### src/rtl/rvm_adder_arbiter_pkg.sv
// Shared constants for the adder arbiter: adder op codes, arbiter FSM states,
// and a helper that classifies ops the shared adder actually implements.
package rvm_adder_arbiter_pkg;

  localparam logic [2:0] RVM_ARITH_NOP = 3'b000;
  localparam logic [2:0] RVM_ARITH_ADD = 3'b001;
  localparam logic [2:0] RVM_ARITH_SUB = 3'b010;

  typedef enum logic [1:0] {
    RVM_ARB_IDLE = 2'd0,
    RVM_ARB_BUSY = 2'd1,
    RVM_ARB_DONE = 2'd2
  } arb_state_e;

  function automatic logic is_arith(input logic [2:0] op);
    return (op == RVM_ARITH_ADD) || (op == RVM_ARITH_SUB);
  endfunction

endpackage

### src/rtl/rvm_adder_arbiter_if.sv
// Requester-side request/response bus plus the link to the single shared adder.
// The arbiter uses the slave view; clients and the adder together form the master view.
interface rvm_adder_arbiter_if #(
  parameter int NREQ = 3
);
  logic [NREQ-1:0]      req_valid;
  logic [NREQ-1:0]      req_ready;
  logic [32*NREQ-1:0]   req_lhs;
  logic [32*NREQ-1:0]   req_rhs;
  logic [3*NREQ-1:0]    req_op;
  logic [NREQ-1:0]      rsp_valid;
  logic [NREQ-1:0]      rsp_ready;
  logic [32:0]          rsp_result;
  logic                 rsp_err;
  logic [31:0]          adder_lhs;
  logic [31:0]          adder_rhs;
  logic [2:0]           adder_op;
  logic                 adder_valid;
  logic [32:0]          adder_result;

  modport slave (
    input  req_valid, req_lhs, req_rhs, req_op, rsp_ready, adder_valid, adder_result,
    output req_ready, rsp_valid, rsp_result, rsp_err, adder_lhs, adder_rhs, adder_op
  );

  modport master (
    output req_valid, req_lhs, req_rhs, req_op, rsp_ready, adder_valid, adder_result,
    input  req_ready, rsp_valid, rsp_result, rsp_err, adder_lhs, adder_rhs, adder_op
  );

endinterface

### src/rtl/rvm_rr_arbiter.sv
// Combinational round-robin picker: one-hot grant to the first active request
// after last_grant, searching upward with wrap. Reused for other shared resources.
module rvm_rr_arbiter #(
  parameter int NREQ = 3,
  parameter int IW   = (NREQ > 1) ? $clog2(NREQ) : 1
) (
  input  logic [NREQ-1:0] req,
  input  logic [IW-1:0]   last_grant,
  output logic [NREQ-1:0] grant
);

  logic [IW-1:0] idx;

  // NOTE: every always_comb output gets a default before any branch, so no path leaves it unassigned (no latch).
  always_comb begin
    grant = '0;
    idx   = '0;
    // Walk from farthest to nearest so the nearest pending requester is written last and wins.
    for (int k = NREQ; k >= 1; k--) begin
      idx = IW'((int'(last_grant) + k) % NREQ);
      if (req[idx]) begin
        grant      = '0;
        grant[idx] = 1'b1;
      end
    end
  end

endmodule

### src/rtl/rvm_adder_arbiter.sv
// Round-robin sharing of the single 33-bit add/sub unit: grant, drive the adder
// for one cycle, then hold the registered result until the owner consumes it.
module rvm_adder_arbiter
  import rvm_adder_arbiter_pkg::*;
#(
  parameter int NREQ = 3
) (
  input  logic                 clk,
  input  logic                 resetn,
  rvm_adder_arbiter_if.slave   bus
);

  localparam int IW = (NREQ > 1) ? $clog2(NREQ) : 1;

  arb_state_e      state, state_nxt;
  logic [IW-1:0]   last_grant;
  logic [IW-1:0]   owner;
  logic [31:0]     lhs_q, rhs_q;
  logic [2:0]      op_q;
  logic [32:0]     result_q;
  logic            err_q;

  logic [NREQ-1:0] grant;
  logic [NREQ-1:0] owner_onehot;
  logic            accept;
  logic [IW-1:0]   win_idx;
  logic [31:0]     win_lhs, win_rhs;
  logic [2:0]      win_op;

  rvm_rr_arbiter #(.NREQ(NREQ), .IW(IW)) u_rr (
    .req        (bus.req_valid),
    .last_grant (last_grant),
    .grant      (grant)
  );

  // Operand mux driven by the one-hot grant; at most one slice is selected.
  always_comb begin
    win_idx = '0;
    win_lhs = '0;
    win_rhs = '0;
    win_op  = RVM_ARITH_NOP;
    for (int i = 0; i < NREQ; i++) begin
      if (grant[i]) begin
        win_idx = IW'(i);
        win_lhs = bus.req_lhs[32*i +: 32];
        win_rhs = bus.req_rhs[32*i +: 32];
        win_op  = bus.req_op[3*i +: 3];
      end
    end
  end

  always_comb begin
    for (int i = 0; i < NREQ; i++) begin
      owner_onehot[i] = (owner == IW'(i));
    end
  end

  // NOTE: sequential state uses non-blocking assignments so every flop samples pre-edge values.
  always_ff @(posedge clk or negedge resetn) begin
    if (!resetn) state <= RVM_ARB_IDLE;
    else         state <= state_nxt;
  end

  // Adder inputs stay at NOP/zero outside the single BUSY cycle to keep it isolated.
  always_comb begin
    state_nxt     = state;
    accept        = 1'b0;
    bus.req_ready = '0;
    bus.rsp_valid = '0;
    bus.adder_lhs = '0;
    bus.adder_rhs = '0;
    bus.adder_op  = RVM_ARITH_NOP;
    unique case (state)
      RVM_ARB_IDLE: begin
        bus.req_ready = grant;
        accept        = |(bus.req_valid & grant);
        if (accept) state_nxt = RVM_ARB_BUSY;
      end
      RVM_ARB_BUSY: begin
        bus.adder_lhs = lhs_q;
        bus.adder_rhs = rhs_q;
        bus.adder_op  = op_q;
        state_nxt     = RVM_ARB_DONE;
      end
      RVM_ARB_DONE: begin
        bus.rsp_valid = owner_onehot;
        if (|(bus.rsp_ready & owner_onehot)) state_nxt = RVM_ARB_IDLE;
      end
      default: state_nxt = RVM_ARB_IDLE;
    endcase
  end

  // NOTE: datapath registers are reset too, so a reset mid-operation leaves no stale operands or result visible.
  always_ff @(posedge clk or negedge resetn) begin
    if (!resetn) begin
      last_grant <= IW'(NREQ - 1);
      owner      <= '0;
      lhs_q      <= '0;
      rhs_q      <= '0;
      op_q       <= RVM_ARITH_NOP;
      result_q   <= '0;
      err_q      <= 1'b0;
    end else begin
      if (accept) begin
        lhs_q      <= win_lhs;
        rhs_q      <= win_rhs;
        op_q       <= win_op;
        owner      <= win_idx;
        last_grant <= win_idx;
      end
      if (state == RVM_ARB_BUSY) begin
        // An op the adder does not implement reports an error even if the adder claims valid.
        result_q <= is_arith(op_q) ? bus.adder_result : '0;
        err_q    <= ~bus.adder_valid | ~is_arith(op_q);
      end
    end
  end

  assign bus.rsp_result = result_q;
  assign bus.rsp_err    = err_q;

endmodule

### src/flat_wrapper.sv
// flat-port wrapper written by rule: the top's interface ports become plain ports
module rvm_adder_arbiter_flat import rvm_adder_arbiter_pkg::*;
#(
  parameter int NREQ = 3
)
  (clk, resetn, bus_req_valid, bus_req_lhs, bus_req_rhs, bus_req_op, bus_rsp_ready, bus_adder_valid, bus_adder_result, bus_req_ready, bus_rsp_valid, bus_rsp_result, bus_rsp_err, bus_adder_lhs, bus_adder_rhs, bus_adder_op);
  rvm_adder_arbiter_if #(.NREQ(NREQ)) bus_i ();
  input  logic clk;
  input  logic resetn;
  input wire logic [$bits(bus_i.req_valid)-1:0] bus_req_valid;
  input wire logic [$bits(bus_i.req_lhs)-1:0] bus_req_lhs;
  input wire logic [$bits(bus_i.req_rhs)-1:0] bus_req_rhs;
  input wire logic [$bits(bus_i.req_op)-1:0] bus_req_op;
  input wire logic [$bits(bus_i.rsp_ready)-1:0] bus_rsp_ready;
  input wire logic [$bits(bus_i.adder_valid)-1:0] bus_adder_valid;
  input wire logic [$bits(bus_i.adder_result)-1:0] bus_adder_result;
  output wire logic [$bits(bus_i.req_ready)-1:0] bus_req_ready;
  output wire logic [$bits(bus_i.rsp_valid)-1:0] bus_rsp_valid;
  output wire logic [$bits(bus_i.rsp_result)-1:0] bus_rsp_result;
  output wire logic [$bits(bus_i.rsp_err)-1:0] bus_rsp_err;
  output wire logic [$bits(bus_i.adder_lhs)-1:0] bus_adder_lhs;
  output wire logic [$bits(bus_i.adder_rhs)-1:0] bus_adder_rhs;
  output wire logic [$bits(bus_i.adder_op)-1:0] bus_adder_op;
  assign bus_i.req_valid = bus_req_valid;
  assign bus_i.req_lhs = bus_req_lhs;
  assign bus_i.req_rhs = bus_req_rhs;
  assign bus_i.req_op = bus_req_op;
  assign bus_i.rsp_ready = bus_rsp_ready;
  assign bus_i.adder_valid = bus_adder_valid;
  assign bus_i.adder_result = bus_adder_result;
  assign bus_req_ready = bus_i.req_ready;
  assign bus_rsp_valid = bus_i.rsp_valid;
  assign bus_rsp_result = bus_i.rsp_result;
  assign bus_rsp_err = bus_i.rsp_err;
  assign bus_adder_lhs = bus_i.adder_lhs;
  assign bus_adder_rhs = bus_i.adder_rhs;
  assign bus_adder_op = bus_i.adder_op;
  rvm_adder_arbiter #(.NREQ(NREQ)) u_core (.clk(clk), .resetn(resetn), .bus(bus_i));
endmodule
### config.mk
export PLATFORM = sky130hd
export DESIGN_NAME = rvm_adder_arbiter_flat
export DESIGN_NICKNAME = d
export VERILOG_FILES = /design/src/rtl/rvm_adder_arbiter_pkg.sv /design/src/rtl/rvm_adder_arbiter_if.sv /design/src/rtl/rvm_rr_arbiter.sv /design/src/rtl/rvm_adder_arbiter.sv /design/src/flat_wrapper.sv
export SDC_FILE = /design/constraint.sdc
export NUM_CORES = 1
export LEC_CHECK = 0
export CORE_AREA = 2 2 138 140
export DETAILED_ROUTE_END_ITERATION = 6
export DIE_AREA = 0 0 140 142
export GPL_ROUTABILITY_DRIVEN = 0
export GPL_TIMING_DRIVEN = 0
export PLACE_DENSITY = 0.74
export SLEW_MARGIN = 20
export SYNTH_ARGS = -nofsm -noshare
export SYNTH_HDL_FRONTEND = slang
export SYNTH_SLANG_ARGS = --single-unit
export TNS_END_PERCENT = 30
### constraint.sdc
create_clock -name clk -period 5.4 [get_ports clk]
set_input_delay 1.08 -clock clk [delete_from_list [all_inputs] [get_ports clk]]
set_output_delay 1.08 -clock clk [all_outputs]
set_load 0.05 [all_outputs]
==> impl_metrics.env <==
export IMPL_status="complete, but fails checks"
export IMPL_violations="DRC"
export IMPL_critical_path_class="in2out"
export IMPL_maxSlewHeadroom=0.4523
export IMPL_nNetsFinal=1270
export IMPL_rows=50
export IMPL_hold_depth=1
export IMPL_post_route_cell_area_sq_mm=0.01060
export IMPL_cts_tree="built"
export IMPL_antennaDiodeCount=0
export IMPL_highest_layer="met4"
export IMPL_antenna_left=0
export IMPL_synth_seq_cells=106
export IMPL_antenna_found_initial=0
export IMPL_nFillCells=1660
export IMPL_critPathMaxStageDelay_ps=630
export IMPL_cp_depth=9
export IMPL_ctsHoldBuffers=0
export IMPL_worst_hold_path_type="reg2reg"
export IMPL_cts_buffer_depth=2
export IMPL_endpoint_kind="output pin"
export IMPL_ios=350
export IMPL_wl_met1_mm=9.569
export IMPL_final_max_slew_viol_count=0
export IMPL_grt_max_degree=57
export IMPL_fmax_mhz=201.9
export IMPL_drt_vias_per_instance=5.026
export IMPL_ff2ff_path_depth=10
export IMPL_synthFlopType="dfrtp_1"
export IMPL_die_h_um=142
export IMPL_ys_warn_count=0
export IMPL_cts_buffers=9
export IMPL_syn_avg_cell_area_sq_um=9.787
export IMPL_hold_viol=0
export IMPL_grt_util_all_layers=0.2291
export IMPL_vias=6343
export IMPL_grt_pass1_wl_mm=35.96
export IMPL_met3_length_mm=1.414
export IMPL_leakage_nw=4.513
export IMPL_routed_wl_met2_mm=11.20
export IMPL_post_cts_repair_setup_buffers=0
export IMPL_initial_utilization=0.3521
export IMPL_synth_edf_count=0
export IMPL_critPathLaunchType="input port"
export IMPL_cts_sinks=106
export IMPL_rrSetupSlack_ps=1710
export IMPL_period_needed_ps=4954
export IMPL_path_max_fanout=16
export IMPL_max_cap_viol_count=0
export IMPL_crit_chain="clkdlybuf4s50_1, nand2_1, o22ai_1, a211o_1, buf_2, buf_2, nand2_1, nor3_1, dlygate4sd2_1"
export IMPL_drt_iter0_drc=290
export IMPL_worst_pin_slew_ps=815.2
export IMPL_synth_top_area_cell="dfrtp_1"
export IMPL_die_area_sq_mm=0.01988
export IMPL_synth_commonest_cells="105 x dfrtp_1, 72 x nand2_1, 70 x inv_1, 67 x and2_1, 67 x nand3_1"
export IMPL_hold_start="u_core.rhs_q[27]"
export IMPL_crit_buf_inv=4
export IMPL_cellPowerDensity_mw_per_mm2=642.0
export IMPL_cts_reportedPaths_clkPinSlew_ps=80
export IMPL_vdd_drop_max_mv=0.3047
export IMPL_drive_above_1_share=0.1051
export IMPL_cp_arrival_ps=3870
export IMPL_dr_pass1_iters=7
export IMPL_r2r_end="u_core.lhs_q[9]"
export IMPL_rsz0062_at_grt="no"
export IMPL_core_area_sq_mm=0.01846
export IMPL_syn_num_nets=911
export IMPL_grt_pass1_vias=6530
export IMPL_yosysMostFrequentCell="dfrtp_1"
export IMPL_regArea_sq_mm=0.002654
export IMPL_port_buffers=349
export IMPL_syn_instance_count=664
export IMPL_multi_input_area_sq_mm=0.003292
export IMPL_crit_family="buffers and inverters"
export IMPL_drc=20
export IMPL_r2r_start="u_core.owner[0]"
export IMPL_yosysTopAreaCellShare=0.4043
export IMPL_hpwl_mm=17.52
export IMPL_synthArstFlopShare=1.000
export IMPL_die_w_um=140
export IMPL_cp_data_required_time_ps=4320
export IMPL_setup_tns_final_ps=0
export IMPL_ys_seq_area_frac=0.4084
export IMPL_grt_overflow=0
export IMPL_synth_cell_types=40
export IMPL_setup_violations_final=0
export IMPL_syn2layout_area_growth_pct=63.09
export IMPL_avgRoutedWirePerCell_um=17.86
export IMPL_holdPathEnd="u_core.rhs_q[27]"
export IMPL_cts_root_buf="clkbuf_16"
export IMPL_syn_area_sq_mm=0.006499
export IMPL_finalClockSkew_ps=6.212
export IMPL_insertion_delay_ps=360
export IMPL_place_area_sq_mm=0.01031
export IMPL_critPathSlowestCell="clkdlybuf4s50_1"
export IMPL_fin_crit_sh=0.9174
export IMPL_synth_top_cells_by_area="dfrtp_1 40%, o221ai_2 6.9%, and2_1 6.4%, mux2_1 6.2%, mux2_2 5.9%"
export IMPL_cp_startpoint="bus_req_valid[2]"
export IMPL_routed_wl_mm=22.54
export IMPL_cts_max_level=3
==> routing by layer <==
layer,vias to the layer above,GRT usage
met2,211,0.3886
met5,-,0
met4,0,0.06858
li1,3065,-
met3,23,0.04778
met1,3044,0.2967
==> state kept, by name (all words and copies together), names as in the netlist <==
name                   cells
u_core.bus.rsp_err         1
u_core.bus.rsp_result     33
u_core.last_grant          1
u_core.lhs_q              32
u_core.op_q                3
u_core.owner               2
u_core.rhs_q              32
u_core.state               2
==> area by class of cell <==
class	count	area share
clock buffers	9	0.02125
clock inverters	7	0.006729
well taps	234	0.02762
plain buffers	59	0.02692
flip-flops and latches	106	0.2504
multi-input cells	427	0.3106
inverters	70	0.02479
repair buffers	350	0.3317
==> cells in the final DEF, fill, tap and decap left out, types with 7 or more instances in the layout <==
cell             Yosys  layout
clkdlybuf4s50_1      0     346
buf_2                7       8
buf_1                8       7
nand3_1             67      67
buf_4                8       8
and2_1              67      67
a22o_1              33      33
nand2_1             72      72
mux2_1              36      36
o221ai_2            30      30
clkbuf_1            35      32
o221ai_1            38      38
mux2_2              34      34
inv_1               70      70
clkbuf_16            0       9
dfrtp_1            105     105
==> logic make-up (layout without fill, tap and decap cells) <==
family | after synthesis | after routing | share of synthesized area
AOI/OAI and AO/OA | 120 | 120 | 0.1904
xor gates and xnor gates | 1 | 1 | 0.001348
adders and majority gates | 4 | 4 | 0.007702
buffers and inverters | 131 | 495 | 0.08510
DFF | 106 | 106 | 0.4084
muxes | 75 | 75 | 0.1290
and+or+nand+nor | 227 | 227 | 0.1781
==> where the power goes <==
part | leakage (nW) | switching (mW) | internal (mW)
registers | 1.36 | 0.199 | 1.19
clock network | 0.145 | 0.334 | 0.327
logic | 3.01 | 2.84 | 1.91
total | 4.51 | 3.38 | 3.43
==> stage by stage <==
step                power [mW]  hold slack, ps    util  instances  setup WS [ps]
floorplan                4.733           448.9       -        664          864.9
global placement         6.139           458.8  0.5573       1247         -930.5
detailed placement       6.216           466.5  0.5588       1248         -363.1
CTS                      6.890           484.1  0.5749       1264          105.9
global route             7.302           494.5  0.5743       1262          180.6
finish                   6.805           478.5  0.5743       1262          445.8
==> what timing repair did <==
action,CTS,global route
resized for setup,4,3
gates cloned,0,0
pin swaps,0,0
setup endpoints to repair,2,2
==> worst max-delay path by stage <==
stage                             endpoint  slack (ps)
after CTS                 bus_req_ready[1]         110
after global placement    u_core.lhs_q[15]        -930
after detailed placement  bus_req_ready[1]        -360
final                     bus_req_ready[1]         450
after floorplan           bus_req_ready[1]         860
after global routing      bus_req_ready[1]         180
(Power assumes the default switching activity.)
